### config.mk
export PLATFORM = sky130hd
export DESIGN_NAME = led_matrix_scan
export DESIGN_NICKNAME = d
export VERILOG_FILES = /design/src/rtl/led_matrix_scan.sv
export SDC_FILE = /design/constraint.sdc
export NUM_CORES = 1
export LEC_CHECK = 0
export ABC_AREA = 1
export BUFFER_PORTS_ARGS = -buffer_cell sky130_fd_sc_hd__buf_4
export CORE_MARGIN = 4
export CORE_UTILIZATION = 40
export DETAILED_ROUTE_END_ITERATION = 10
export PLACE_DENSITY_LB_ADDON = 0.25
export SLEW_MARGIN = 0
export SYNTH_ARGS = -nofsm -noshare
export SYNTH_HDL_FRONTEND = slang
export SYNTH_SLANG_ARGS = --single-unit
### constraint.sdc
create_clock -name clock -period 2.25 [get_ports clock]
set_input_delay 0.225 -clock clock [delete_from_list [all_inputs] [get_ports clock]]
set_output_delay 0.225 -clock clock [all_outputs]
set_load 0.1 [all_outputs]
### src/rtl/led_matrix_scan.sv
// led_matrix_scan: 8x8 bicolour LED matrix row scanner with per-frame grid snapshot and row blanking.
// Optional PWM brightness control is compiled in with SCAN_BRIGHTNESS_EN.
module led_matrix_scan #(
  parameter int ROW_CYCLES   = 16,
  parameter int BLANK_CYCLES = 2
) (
  input  logic            clock,
  input  logic            rst,
  input  logic [7:0][7:0] green_grid,
  input  logic [7:0][7:0] blue_grid,
`ifdef SCAN_BRIGHTNESS_EN
  input  logic [2:0]      brightness,
`endif
  output logic [7:0]      row_anode,
  output logic [7:0]      green_cathode,
  output logic [7:0]      blue_cathode,
  output logic            frame_start
);
  localparam int DW = $clog2(ROW_CYCLES);
  localparam logic [DW-1:0] BLANK = DW'(BLANK_CYCLES);
  localparam logic [DW-1:0] PRE   = DW'(BLANK_CYCLES - 1);
  localparam logic [DW-1:0] LAST  = DW'(ROW_CYCLES - 1);
  logic [2:0]      row;
  logic [DW-1:0]   dwell;
  logic [7:0][7:0] snap_green, snap_blue;
  logic            first, lit, show;
  assign first = row == '0 && dwell == '0;
  assign lit   = dwell >= BLANK;
`ifdef SCAN_BRIGHTNESS_EN
  logic [2:0] pwm, snap_bright;
  assign show = lit && pwm <= snap_bright;
  // pwm is zero in the first lit state of every row
  always_ff @(posedge clock)
    if (rst) begin
      pwm         <= '0;
      snap_bright <= '1;
    end else begin
      pwm <= dwell == PRE ? 3'd0 : pwm + 3'd1;
      if (first) snap_bright <= brightness;
    end
`else
  assign show = lit;
`endif
  always_ff @(posedge clock)
    if (rst) begin
      row           <= '0;
      dwell         <= '0;
      snap_green    <= '1;
      snap_blue     <= '1;
      row_anode     <= '0;
      green_cathode <= '1;
      blue_cathode  <= '1;
      frame_start   <= 1'b0;
    end else begin
      dwell <= dwell == LAST ? '0 : dwell + DW'(1);
      if (dwell == LAST) row <= row + 3'd1;
      if (first) begin
        snap_green <= green_grid;
        snap_blue  <= blue_grid;
      end
      frame_start   <= first;
      row_anode     <= lit ? 8'b1 << row : 8'h00;
      green_cathode <= show ? snap_green[row] : 8'hFF;
      blue_cathode  <= show ? snap_blue[row] : 8'hFF;
    end
endmodule

## After elaboration in Yosys (flattened, before gate mapping)

Cells that the tools add are included.

| storage, ports and cells | value |
|---|---|
| RAM bits | 0 |
| latch bits | 0 |
| memories kept | 0 |
| flip-flop bits (word level) | 160 |
| output and inout port bits | 25 |
| bits in read-only memories | 0 |

| cells by class | value |
|---|---|
| shift operators | 1 |
| $mul | 0 |
| divide/modulo/power cells | 0 |
| equality and inequality tests | 1 |
| multiplexer cells | 4 |
| bitwise operators | 1 |
| reduce and logical (&&, ||, !) cells | 5 |
| magnitude comparators | 2 |
| add/sub/neg operators | 2 |

Operator list:

| kind | count |
|---|---|
| $bmux W8 S3 | 2 |
| $mux W8 | 2 |
| $shl A1 B3 Y8 const A | 1 |
| $add A4 B1 Y4 const B | 1 |
| $eq A4 B4 Y1 const B | 1 |
| $ge A4 B2 Y1 const B | 1 |
| $logic_not A4 Y1 | 1 |
| $lt A3 B4 Y1 const B | 1 |
| $reduce_or A2 Y1 | 2 |
| $add A3 B1 Y3 const B | 1 |
| $logic_not A3 Y1 | 1 |
| $logic_and A1 B1 Y1 | 1 |
| $not A1 Y1 | 1 |

## Logic depth before layout (Yosys ltp)

| depth | value |
|---|---|
| depth in word-level cells | 3 |
| depth in mapped cells | 11 |
| depth with buffers taken out | 7 |

## Worst setup path after synthesis

Ideal clock, no wire load.

| timing path | value |
|---|---|
| path kind | flip-flop to flip-flop |
| start point | register row[0] |
| end point | register snap_green[24] in the netlist's numbering |
| buffers on the path | 4 |
| path slack | 0.518 ns |
| stages on the path, launching flop included | 12 |
| arrival time | 1.602 ns |
| clock period less this slack | 1.732 ns |
| cells stage by stage | dfxtp_1 > inv_1 > buf_2 > buf_2 > ha_1 > inv_1 > nor2_4 > nand3_1 > buf_2 > buf_4 > nand2_1 > nand3_1 |

| between the ends | value |
|---|---|
| longest elaborated chain between the ends | 2 |

RTL lines:

| item | line | source |
|---|---|---|
| start, declared | 23 | `logic [2:0] row;` |
| start signal, assigned | 56 | `if (dwell == LAST) row <= row + 3'd1;` |
| $logic_not A3 Y1 | 27 | `assign first = row == '0 && dwell == '0;` |
| $logic_and A1 B1 Y1 | 27 |  |
| end signal, assigned | 58 | `snap_green <= green_grid;` |
| end, declared | 25 | `logic [7:0][7:0] snap_green, snap_blue;` |

Every way passes these cells.
A chain may end at the register's enable or synchronous reset.

## Worst setup path after layout

| timing path | value |
|---|---|
| start point | register row[1] |
| end point | register snap_blue[10] in the netlist's numbering |

| between the ends | value |
|---|---|
| longest elaborated chain between the ends | 2 |

RTL lines:

| item | line | source |
|---|---|---|
| $logic_not A3 Y1 | 27 |  |
| $logic_and A1 B1 Y1 | 27 |  |
| end signal, assigned | 59 | `snap_blue <= blue_grid;` |
| end, declared | 25 |  |

Every way passes these cells.

==> results.tsv <==
stage	metric	value	unit
power_and_ir_drop	Peak VDD IR	0.492	mV
logic_synthesis	Seq/Total Area, Yosys	43.2	%
sta	Slew Limit Headroom	34.3	%
grt	Overall Global Routing Usage	20.6	%
sta	Tmin final	1.95	ns
worst_setup_path	crit start category	flop	
placed_design	Post-DP Area	0.00857	sq mm
finish	design area	0.00913	sq mm
worst_setup_path	CP peak stage delay	0.73	ns
floorplan	# IOs	155	
worst_setup_path	slowest CP cell	buf_4	
logic_synthesis	Post-synth top cells	nand2_1 (290), nand3_1 (201), dfxtp_1 (160), nand4_1 (128), inv_1 (125)	
power_and_ir_drop	P_leak	4.83	nW
sta	max-slew violations	0	
worst_setup_path	worst path cell trace	clkinv_1, ha_1, inv_1, nor2_4, nand3_4, buf_4, nand2_1, nand3_1	
worst_hold_path	Hold Crit Class	in2reg	
sta	Worst-Margin Slew	0.986	ns
worst_setup_path	R2R setup slack	0.30	ns
finish	NumNets Final	1304	
logic_synthesis	post-synthesis register bit count	160	
clock_network	Clock transition at path regs	0.06	ns
clock_network	Post-CTS Setup Inserts	0	
power_and_ir_drop	NetSw	0.00215	W
power_and_ir_drop	pwr/cell area	822	mW/mm^2
job	Max Cap Violations	0	
routing	routed wire length per instance	15.2	microns
clock_network	cts hold-fix bufs	0	
clock_network	clock net sink count	160	
grt	number of global-route vias before repair	6673	
logic_synthesis	Synth Cell Area	0.00741	sq mm
logic_synthesis	async set-reset flop share out of synthesis	0	%
sta	Final TNS setup	0	ns
clock_network	H-Tree Depth	4	
power_and_ir_drop	switch share	28.7	%
grt	global-route wire length before repair	33.9	mm
logic_synthesis	Distinct cells, synth	20	
finish	Ant. Diodes	0	
clock_network	TritonCTS clock tree	done	
logic_synthesis	top cell type's share of synthesized area	43.2	%
floorplan	row count	49	
routing	initial DRC count	544	
routing	DRC	0	
clock_network	Clock Path Buffers	2	
logic_synthesis	synthesized area per cell	6.89	sq um
placed_design	GP Congestion	0.818	
floorplan	starting density of the core	41.0	%
routing	Post-Route WL	21.4	mm
power_and_ir_drop	Comb power frac	19.0	%
sta	Setup Viol. Count Final	0	
clock_network	Clock Tree Root	clkbuf_16	
logic_synthesis	area leader, netlist	dfxtp_1	
logic_synthesis	top_reg_cell synth	dfxtp_1	
grt	GR Overflow Total	0	
placed_design	I/O Buffers	154	
worst_setup_path	element type at the critical path end	flop	
routing	via count	7117	
finish	Layout area overhead	23.2	%
logic_synthesis	Synth Warn #	0	
finish	layout cell share with drive strength beyond 1	17.4	%
floorplan	Horiz. Die Dim	144	microns
routing	vias per cell	5.05	
sta	Fin. Hold Viols	0	
routing	first drt pass iteration count	5	
logic_synthesis	Area contributors post-synth	dfxtp_1 (43%), nand2_1 (15%), nand3_1 (14%)	
sta	clk_skew	0.0150	ns
floorplan	die area	0.0208	sq mm
logic_synthesis	count leader, synth	nand2_1	
worst_setup_path	critical path arrival	2.31	ns
clock_network	post_cts resized	0	
placed_design	post-DP HPWL	14.0	mm
worst_setup_path	worst path required time	2.61	ns
power_and_ir_drop	Reg power frac	44.1	%
clock_network	worst-skew pair later-pin latency	0.42	ns
worst_setup_path	crit path kind	reg2reg	
sta	RSZ-0062 raised after global routing	no	
clock_network	CTS Buf Count	17	
finish	final core utilization	50.5	%
power_and_ir_drop	Clock power frac	36.9	%
outcome	status	finished, final reports clean	
sta	fmax	513	MHz
logic_synthesis	Mapped Cells	1075	
worst_setup_path	crit path max fanout	98	
grt	largest net degree at the start of global routing	129	
worst_setup_path	CP delay by family, top	buffers and inverters	
sta	Period Utilization, post-route	86.6	%
floorplan	Chip Height	144	microns
routing	Routed Antenna Nets	0	
finish	Filler Cells Inserted	1829	
logic_synthesis	post-synth net total	1212	
floorplan	core box area	0.0181	sq mm
worst_setup_path	Buf+Inv Stages, Crit Path	3	
sta	worst hold slack	0.0236	ns
power_and_ir_drop	cell internal pwr	0.00535	W
logic_synthesis	EDFF count, synth	0	
grt	antenna violations before repair	0	
## flip-flops by register name (all words and copies together), names as in the netlist
register	count
blue_cathode	8
dwell	4
green_cathode	8
row_anode	8
row	3
frame_start	1
snap_blue	64
snap_green	64
## layout make-up
class	count	area, sq um	share of cell area, %
multi-input combinational	694	3310	36.2
sequential	160	3200	35.1
timing repair buffer	167	1290	14.1
inverter	127	479	5.25
clock buffer	20	447	4.89
tap	229	287	3.14
clock inverter	11	116	1.27
## placed cells by master (no fill, tap or decap), drive strengths merged
cell type / synthesis / final
nand2: 290 / 290
nand3: 203 / 203
buf: 67 / 167
dfxtp: 160 / 160
nand4: 128 / 128
inv: 126 / 126
nor2: 57 / 57
clkbuf: 27 / 20
ha: 7 / 7
clkinv: 1 / 7
a21oi: 3 / 3
o21ai: 3 / 3
clkinvlp: 0 / 3
bufinv: 0 / 2
xnor2: 1 / 1
nor3: 1 / 1
xor2: 1 / 1
## per-layer routing
metal  global-route usage (%)  wire length [microns]  vias to the layer above  share of wire [%]
met1                     28.6                  10300                     3209                 48
met4                     6.10                    319                        0                1.5
met2                     32.2                   9670                      200                 45
met3                     4.50                   1130                       20                5.3
met5                        0                      0                        -                  0
li1                         -                      -                     3688                  -
## per-stage QoR
stage / std cells / power (W) / setup slack [ns]
after floorplan: 1075 / 0.00434 / 0.518
after global placement: 1377 / 0.00477 / 0.355
after detailed placement: 1377 / 0.00479 / 0.339
after CTS: 1408 / 0.00755 / 0.306
after global routing: 1408 / 0.00789 / 0.104
final: 1408 / 0.00751 / 0.301
## kinds of logic after synthesis
logic type | count (synthesis) | synth area share (%)
compound gates | 6 | 0.405
xor+xnor | 2 | 0.236
fa+ha+maj | 7 | 1.18
buf+inv | 221 | 12.5
flops | 160 | 43.2
simple gates | 679 | 42.5
## path summary, 6_finish.rpt
path,from,endpoint,cells past startpoint
max,row[1],snap_blue[10],8
min,rst,dwell[2],2
max reg2reg,row[1],snap_blue[10],8
min reg2reg,snap_green[15],snap_green[15],2
## power by group through the flow
stage	Sequential, W	Clock, W	Combinational [W]
global route	0.00334	0.00294	0.00161
floorplan	0.00346	0	0.000886
detailed placement	0.00336	0	0.00142
finish	0.00331	0.00277	0.00143
global placement	0.00336	0	0.00141
CTS	0.00330	0.00281	0.00143
Note: power is estimated with default switching activity, not from simulation.
